--- config.mk ---
export PLATFORM = sky130hd
export DESIGN_NAME = mfm_sync_decoder_flat
export DESIGN_NICKNAME = d
export VERILOG_FILES = /design/src/rtl/mfm_sync_decoder_if.sv /design/src/rtl/mfm_sync_decoder.sv /design/src/flat_wrapper.sv
export SDC_FILE = /design/constraint.sdc
export NUM_CORES = 1
export LEC_CHECK = 0
export CORE_MARGIN = 1
export CORE_UTILIZATION = 50
export DETAILED_ROUTE_END_ITERATION = 8
export PLACE_DENSITY = 0.73
export SLEW_MARGIN = 15
export SYNTH_ARGS = -nofsm -noshare
export SYNTH_HDL_FRONTEND = slang
export SYNTH_SLANG_ARGS = --single-unit
--- constraint.sdc ---
create_clock -name clk -period 2 [get_ports clk]
set_clock_uncertainty 0.1 [all_clocks]
set_input_delay 0.3 -clock clk [delete_from_list [all_inputs] [get_ports clk]]
set_output_delay 0.3 -clock clk [all_outputs]
set_load 0.02 [all_outputs]
--- src/rtl/mfm_sync_decoder_if.sv ---
// MFM decoder bus: PLL-side inputs (flux, cell clock, lock) and decoded outputs.
interface mfm_sync_decoder_if;
    logic       dout;
    logic       cout;
    logic       lck;
    logic [7:0] data;
    logic       data_valid;
    logic       sync;
    logic       in_frame;
    logic       mfm_err;

    modport master (
        output dout, cout, lck,
        input  data, data_valid, sync, in_frame, mfm_err
    );

    modport slave (
        input  dout, cout, lck,
        output data, data_valid, sync, in_frame, mfm_err
    );
endinterface

--- src/rtl/mfm_sync_decoder.sv ---
// MFM cell sampler, sync-word hunter and byte decoder.
// Define MFM_SYNC_ERR_EN to flag MFM coding violations in DATA and drop back to HUNT.
module mfm_sync_decoder #(
    parameter logic [15:0] SYNC_WORD  = 16'h4489,
    parameter int          BYTE_LIMIT = 1088
) (
    input  logic               clk,
    input  logic               rst,
    mfm_sync_decoder_if.slave  bus
);
    localparam int BCW = $clog2(BYTE_LIMIT + 1);

    typedef enum logic {HUNT, DATA} state_t;

    state_t           state_q, state_d;
    logic [2:0]       dout_sr, cout_sr;
    logic [1:0]       lck_sr;
    logic             pulse_seen;
    logic [15:0]      raw_q, raw_nxt;
    logic [3:0]       cell_cnt_q, cell_cnt_d;
    logic [BCW-1:0]   byte_cnt_q, byte_cnt_d;
    logic [7:0]       data_q, data_nxt;
    logic             dv_q, sync_q, dv_d, sync_d;
    logic             cell_edge, dout_rise, cell_val, sync_hit, locked;

    // stage 3 exists only for edge detection on the synchronized value
    assign cell_edge = cout_sr[1] & ~cout_sr[2];
    assign dout_rise = dout_sr[1] & ~dout_sr[2];
    assign locked    = lck_sr[1];
    assign cell_val  = pulse_seen | dout_rise;
    assign raw_nxt   = {raw_q[14:0], cell_val};
    assign sync_hit  = (raw_nxt == SYNC_WORD);

    always_comb begin
        data_nxt = 8'h00;
        for (int i = 0; i < 8; i++) data_nxt[i] = raw_nxt[2*i];
    end

`ifdef MFM_SYNC_ERR_EN
    logic err_q, err_d, viol;
    assign viol = (raw_nxt[1:0] == 2'b11) || (raw_nxt[3:0] == 4'b0000);
`endif

    always_comb begin
        state_d    = state_q;
        cell_cnt_d = cell_cnt_q;
        byte_cnt_d = byte_cnt_q;
        sync_d     = 1'b0;
        dv_d       = 1'b0;
`ifdef MFM_SYNC_ERR_EN
        err_d      = 1'b0;
`endif
        if (!locked) begin
            state_d    = HUNT;
            cell_cnt_d = 4'd0;
            byte_cnt_d = '0;
        end else if (cell_edge) begin
            case (state_q)
                HUNT: begin
                    if (sync_hit) begin
                        sync_d     = 1'b1;
                        state_d    = DATA;
                        cell_cnt_d = 4'd0;
                        byte_cnt_d = '0;
                    end
                end
                DATA: begin
                    if (sync_hit) begin
                        sync_d     = 1'b1;
                        cell_cnt_d = 4'd0;
`ifdef MFM_SYNC_ERR_EN
                    end else if (viol) begin
                        err_d      = 1'b1;
                        state_d    = HUNT;
                        cell_cnt_d = 4'd0;
`endif
                    end else begin
                        cell_cnt_d = cell_cnt_q + 4'd1;
                        if (cell_cnt_q == 4'd15) begin
                            dv_d       = 1'b1;
                            byte_cnt_d = byte_cnt_q + 1'b1;
                            // last permitted byte leaves DATA on the same edge it is strobed
                            if (byte_cnt_q == BCW'(BYTE_LIMIT - 1)) state_d = HUNT;
                        end
                    end
                end
                default: state_d = HUNT;
            endcase
        end
    end

    always_ff @(posedge clk or posedge rst) begin
        if (rst) begin
            state_q    <= HUNT;
            dout_sr    <= 3'b000;
            cout_sr    <= 3'b000;
            lck_sr     <= 2'b00;
            pulse_seen <= 1'b0;
            raw_q      <= 16'h0000;
            cell_cnt_q <= 4'd0;
            byte_cnt_q <= '0;
            data_q     <= 8'h00;
            dv_q       <= 1'b0;
            sync_q     <= 1'b0;
        end else begin
            state_q    <= state_d;
            dout_sr    <= {dout_sr[1:0], bus.dout};
            cout_sr    <= {cout_sr[1:0], bus.cout};
            lck_sr     <= {lck_sr[0], bus.lck};
            cell_cnt_q <= cell_cnt_d;
            byte_cnt_q <= byte_cnt_d;
            dv_q       <= dv_d;
            sync_q     <= sync_d;
            if (dv_d) data_q <= data_nxt;
            if (cell_edge) begin
                raw_q      <= raw_nxt;
                pulse_seen <= 1'b0;
            end else if (dout_rise) begin
                pulse_seen <= 1'b1;
            end
        end
    end

`ifdef MFM_SYNC_ERR_EN
    always_ff @(posedge clk or posedge rst) begin
        if (rst) err_q <= 1'b0;
        else     err_q <= err_d;
    end
    assign bus.mfm_err = err_q;
`else
    assign bus.mfm_err = 1'b0;
`endif

    assign bus.data       = data_q;
    assign bus.data_valid = dv_q;
    assign bus.sync       = sync_q;
    assign bus.in_frame   = (state_q == DATA);
endmodule

--- src/flat_wrapper.sv ---
// flat-port wrapper written by rule: the top's interface ports become plain ports
module mfm_sync_decoder_flat 
#(
    parameter logic [15:0] SYNC_WORD  = 16'h4489,
    parameter int          BYTE_LIMIT = 1088
)
  (clk, rst, bus_dout, bus_cout, bus_lck, bus_data, bus_data_valid, bus_sync, bus_in_frame, bus_mfm_err);
  mfm_sync_decoder_if bus_i ();
  input  logic clk;
  input  logic rst;
  input wire logic [$bits(bus_i.dout)-1:0] bus_dout;
  input wire logic [$bits(bus_i.cout)-1:0] bus_cout;
  input wire logic [$bits(bus_i.lck)-1:0] bus_lck;
  output wire logic [$bits(bus_i.data)-1:0] bus_data;
  output wire logic [$bits(bus_i.data_valid)-1:0] bus_data_valid;
  output wire logic [$bits(bus_i.sync)-1:0] bus_sync;
  output wire logic [$bits(bus_i.in_frame)-1:0] bus_in_frame;
  output wire logic [$bits(bus_i.mfm_err)-1:0] bus_mfm_err;
  assign bus_i.dout = bus_dout;
  assign bus_i.cout = bus_cout;
  assign bus_i.lck = bus_lck;
  assign bus_data = bus_i.data;
  assign bus_data_valid = bus_i.data_valid;
  assign bus_sync = bus_i.sync;
  assign bus_in_frame = bus_i.in_frame;
  assign bus_mfm_err = bus_i.mfm_err;
  mfm_sync_decoder #(.SYNC_WORD(SYNC_WORD), .BYTE_LIMIT(BYTE_LIMIT)) u_core (.clk(clk), .rst(rst), .bus(bus_i));
endmodule
# Word level (Yosys, flattened, before mapping)

Index checks and enable logic that the tools add are counted.

Memories kept: 0
Output and inout port bits: 12
Flip-flop bits (word level): 50
Bits in writable memories: 0
Input port bits: 5
Bits in read-only memories: 0
Latch bits: 0

Bitwise gates (word level): 6
Magnitude comparators: 0
$mul: 0
Divide/modulo/power cells: 0
Shift operators: 0
Add/sub/neg operators: 2
Mux-type cells: 27
Equal/unequal tests: 7
Reductions and logical operators: 3

Operators with widths:

| operator                                               | count |
|---|---|
| 2-to-1 mux 11 bit                                      | 5 |
| case mux 11 bit (2 select lines)                       | 1 |
| equality test 16 x 15 -> 1 bit (second input constant) | 1 |
| 2-to-1 mux 4 bit                                       | 4 |
| 2-to-1 mux 1 bit                                       | 15 |
| adder 11 x 1 -> 11 bit (second input constant)         | 1 |
| equality test 11 bit (second input constant)           | 1 |
| inequality test 3 bit (second input constant)          | 3 |
| case mux 4 bit (2 select lines)                        | 1 |
| adder 4 x 1 -> 4 bit (second input constant)           | 1 |
| equality test 4 bit (second input constant)            | 1 |
| AND reduction 4 bit                                    | 1 |
| inverter 1 bit                                         | 3 |
| bitwise AND 1 bit                                      | 2 |
| inequality test 2 bit (second input constant)          | 1 |
| case mux 1 bit (2 select lines)                        | 1 |
| AND reduction 2 bit                                    | 1 |
| nonzero test 2 bit                                     | 1 |
| bitwise OR 1 bit                                       | 1 |

# Logic depth before layout (Yosys ltp)

Word-level depth: 8
Gate-level depth with buffers: 7
Gate-level depth less buffers: 6

# Worst setup path after synthesis

Ideal clock, no wire load.

Path type: register to register
Start point: register u_core.dout_sr[1]
End point: register u_core.byte_cnt_q[8]
Setup time: 0.126 ns
Period minus slack after synthesis: 1.985 ns
Path slack: 0.015 ns
Path buffers: 2
Stages on the path, launching flop included: 8
Data arrival time: 1.759 ns
Cells stage by stage: dfrtp_1 -> nor2b_4 -> o211a_1 -> and2_4 -> buf_6 -> o311a_4 -> buf_6 -> a221o_1

Longest elaborated chain between the ends: 5

RTL lines:

| what                                   | line                    | RTL |
|---|---|---|
| start, declared                        | mfm_sync_decoder.sv:16  | `logic [2:0] dout_sr, cout_sr;` |
| start signal, assigned                 | mfm_sync_decoder.sv:107 | `dout_sr <= {dout_sr[1:0], bus.dout};` |
| bitwise AND 1 bit *                    | mfm_sync_decoder.sv:28  | `assign dout_rise = dout_sr[1] & ~dout_sr[2];` |
| bitwise OR 1 bit *                     | mfm_sync_decoder.sv:30  | `assign cell_val = pulse_seen \| dout_rise;` |
| equality test 16 x 15 -> 1 bit *       | mfm_sync_decoder.sv:32  | `assign sync_hit = (raw_nxt == SYNC_WORD);` |
| inequality test 3 bit (no source line) | -                       |  |
| AND reduction 4 bit (no source line) * | -                       |  |
| end signal, assigned                   | mfm_sync_decoder.sv:111 | `byte_cnt_q <= byte_cnt_d;` |
| end, declared                          | mfm_sync_decoder.sv:21  | `logic [BCW-1:0] byte_cnt_q, byte_cnt_d;` |

Mark *: on every way between the ends. The rest lies on a longest branch, timed or not.
A chain may end at the register's enable or synchronous reset.

# Worst setup path in the final report

Start point: register u_core.raw_q[7]
End point: register u_core.data_q[2] (netlist: u_core.bus.data[2])

Longest elaborated chain between the ends: 5

RTL lines:

| what                           | line                    | RTL |
|---|---|---|
| start, declared                | mfm_sync_decoder.sv:19  | `logic [15:0] raw_q, raw_nxt;` |
| start signal, assigned         | mfm_sync_decoder.sv:116 | `raw_q <= raw_nxt;` |
| equality test 16 x 15 -> 1 bit | mfm_sync_decoder.sv:32  |  |
| 2-to-1 mux 1 bit               | mfm_sync_decoder.sv:68  | `if (sync_hit) begin` |
| 2-to-1 mux 1 bit               | mfm_sync_decoder.sv:58  | `case (state_q)` |
| 2-to-1 mux 1 bit               | mfm_sync_decoder.sv:57  | `end else if (cell_edge) begin` |
| 2-to-1 mux 1 bit               | mfm_sync_decoder.sv:53  | `if (!locked) begin` |
| end signal, assigned           | mfm_sync_decoder.sv:114 | `if (dv_d) data_q <= data_nxt;` |
| end, declared                  | mfm_sync_decoder.sv:22  | `logic [7:0] data_q, data_nxt;` |

No other way between the ends.

==> impl_metrics.json <==
{
  "min_period_over_period": 1.00,
  "port_buffers": 15,
  "cp.required_ps": 2090,
  "r2r-start": "u_core.raw_q[7]",
  "synth_fp_nets": 209,
  "wl_microns": 4310,
  "highest-signal-layer": "met4",
  "root_buffer": "clkbuf_8",
  "start_util": 0.539,
  "hp-class": "primary input to async pin",
  "ant_nets": 0,
  "fin_util": 0.625,
  "wl_met3_microns": 189,
  "cts_tree": "built",
  "vias": 1586,
  "n_antenna_cell": 0,
  "cpLargestDelayFamily": "simple AND/OR/NAND/NOR gates",
  "place_ws_ps": -21.0,
  "ir_drop_mv": 0.425,
  "fp.dieH_microns": 68.6,
  "final_max_slew_viol_count": 0,
  "hold_viol_final": 0,
  "worst_setup_path_start_kind": "flop",
  "grt_pass1_vias": 1483,
  "cp_num_buf_inv": 1,
  "rsz0062_at_grt": "yes",
  "ys_ff_latch": 50,
  "critPathArrivalTime_ps": 2090,
  "grt_overflow": 0,
  "die_area_sq_um": 4710,
  "multi_input_area_sq_um": 888,
  "powerDensity_nw_per_um2": 731,
  "met2_length_microns": 2130,
  "async_reset_ff_frac": 1.00,
  "hold_buffers": 0,
  "netlist_instances": 202,
  "setup_viol": 1,
  "synth-edff-count": 0,
  "wire_per_inst_microns": 15.6,
  "clock_sinks": 50,
  "vias_per_cell": 5.75,
  "drive_gt1_frac": 0.173,
  "grt_antenna_before_repair": 0,
  "min_period_ps": 2000,
  "die_w_microns": 68.6,
  "syn_to_final_growth_pct": 16.0,
  "cp-startpoint": "u_core.raw_q[7]",
  "htreeDepth": 2,
  "synth.cell_area_sq_um": 2220,
  "outcome": "finished with violations",
  "mostFrequentLayoutCells": "nand2_1, dfrtp_1, clkdlybuf4s50_1",
  "final_common_cell": "nand2_1",
  "grt_max_degree": 51,
  "path_clk_slew_ps": 90,
  "crit_chain": "or4_4 > nor2_4 > and2_4 > nor3_4 > buf_12 > mux2_4",
  "slowest_stage": "or4_4",
  "std_cell_rows": 23,
  "violations": "negative setup slack",
  "avgSynthCellArea_sq_um": 11.0,
  "fillCellCount": 326,
  "critical_path_peak_fanout": 8,
  "grt_usage": 0.208,
  "crit_path_end_kind": "flop",
  "drt_iter0_markers": 90,
  "synthFlopType": "dfrtp_1",
  "leakage_nw": 1.28,
  "ios": 17,
  "clockBufferDepth": 2,
  "yosysWarnings": 0,
  "core_area_sq_um": 4120,
  "wl_met1_microns": 1950,
  "numCtsBuffers": 5,
  "crit_type": "flop to flop",
  "route.detailed.drc": 0,
  "routabilityCongestion": 0.796,
  "setup_slack_ps": -0.717,
  "cpPeakStageDelay_ps": 550,
  "grt_pass1_wl_microns": 6920,
  "max-cap-violations": 0,
  "fin_nets": 233,
  "ys_seq_area_frac": 0.564,
  "drtPass1Iterations": 4,
  "yosysUniqueCellTypes": 45,
  "dp_hpwl_microns": 2960,
  "timing.fmax_ghz": 0.500,
  "seqCellArea_sq_um": 1250,
  "clk_latency_ps": 300
}
==> final cells by class <==
class / instances / area share
timing repair buffer: 27 / 0.108
clock buffer: 5 / 0.0267
tap: 50 / 0.0243
clock inverter: 2 / 0.00389
inverter: 4 / 0.00583
sequential: 50 / 0.486
multi-input combinational: 138 / 0.345
==> sequential cells by signal, summed over array words and instances, names as in the netlist <==
name                   cells
u_core.pulse_seen          1
u_core.bus.data_valid      1
u_core.cell_cnt_q          4
u_core.bus.in_frame        1
u_core.raw_q              15
u_core.bus.data            8
u_core.byte_cnt_q         11
u_core.bus.sync            1
u_core.dout_sr             3
u_core.cout_sr             3
u_core.lck_sr              2
==> path summary, 6_finish.rpt <==
path                                         to  slack, ps  depth (start not counted)
min reg2reg                   u_core.cout_sr[1]        260                          0
min in group clk              u_core.cout_sr[1]        260                          0
max reg2reg                  u_core.bus.data[2]       -0.7                          6
max in group asynchronous  u_core.byte_cnt_q[1]       1310                          3
max                          u_core.bus.data[2]       -0.7                          6
min                          u_core.bus.data[7]        250                          3
==> cell families (layout without fill, tap and decap cells) <==
| logic type | count (synthesis) | after routing | synth area share |
|---|---|---|---|
| DFF | 50 | 50 | 0.564 |
| AOI/OAI and AO/OA | 21 | 21 | 0.0863 |
| adders and majority gates | 2 | 2 | 0.0113 |
| and+or+nand+nor | 105 | 105 | 0.237 |
| muxes | 9 | 9 | 0.0570 |
| buffers and inverters | 14 | 38 | 0.0423 |
| other | 1 | 1 | 0.00169 |
==> metal layers <==
layer / up-vias / track usage
li1: 748 / -
met1: 786 / 0.265
met2: 46 / 0.341
met3: 6 / 0.0543
met4: 0 / 0.0703
met5: - / 0
==> timing repair <==
action / in CTS / in global routing
endpoints found under the setup margin: 7 / 18
pin swaps: 0 / 5
setup buffers: 0 / 2
gates resized for setup: 1 / 2
hold endpoints to repair: 0 / 0
==> power by group <==
| group | switching, W | total [W] | leakage, nW | internal (W) |
|---|---|---|---|---|
| Sequential | 0.0000645 | 0.00114 | 0.669 | 0.00108 |
| Clock | 0.000310 | 0.000545 | 0.0438 | 0.000235 |
| Combinational | 0.000103 | 0.000192 | 0.569 | 0.0000898 |
| Total | 0.000477 | 0.00188 | 1.28 | 0.00141 |
==> stage by stage <==
step                      setup TNS, ps  total power [W]  area (sq um)  std cells  hold WS (ps)
after CTS                             0          0.00188          2550        274           260
after global placement                0          0.00132          2460        267           237
after floorplan                       0          0.00125          2220        202           231
after global routing               -705          0.00197          2570        276           272
final                            -0.717          0.00188          2570        276           246
after detailed placement          -85.6          0.00133          2460        267           239
==> tightest hold or removal path, cell delays in order <==
cell             delay (ps)
clkdlybuf4s50_1         410
inv_2                    70
buf_12                  250
==> synth_stat cells (2+ instances only) <==
library cell / n / area share
inv_1: 4 / 0.0068
buf_6: 5 / 0.025
nor3_1: 2 / 0.0045
or4_1: 2 / 0.0068
clkbuf_1: 3 / 0.0051
nand4_1: 6 / 0.017
and3_1: 10 / 0.028
nor2_1: 10 / 0.017
nand2_1: 51 / 0.086
nor4_1: 2 / 0.0056
ha_1: 2 / 0.011
dfrtp_1: 50 / 0.56
mux2_4: 7 / 0.047
o21ai_0: 3 / 0.0068
nand3_1: 7 / 0.016
a221o_1: 9 / 0.041
Note: power is estimated with default switching activity, not from simulation.
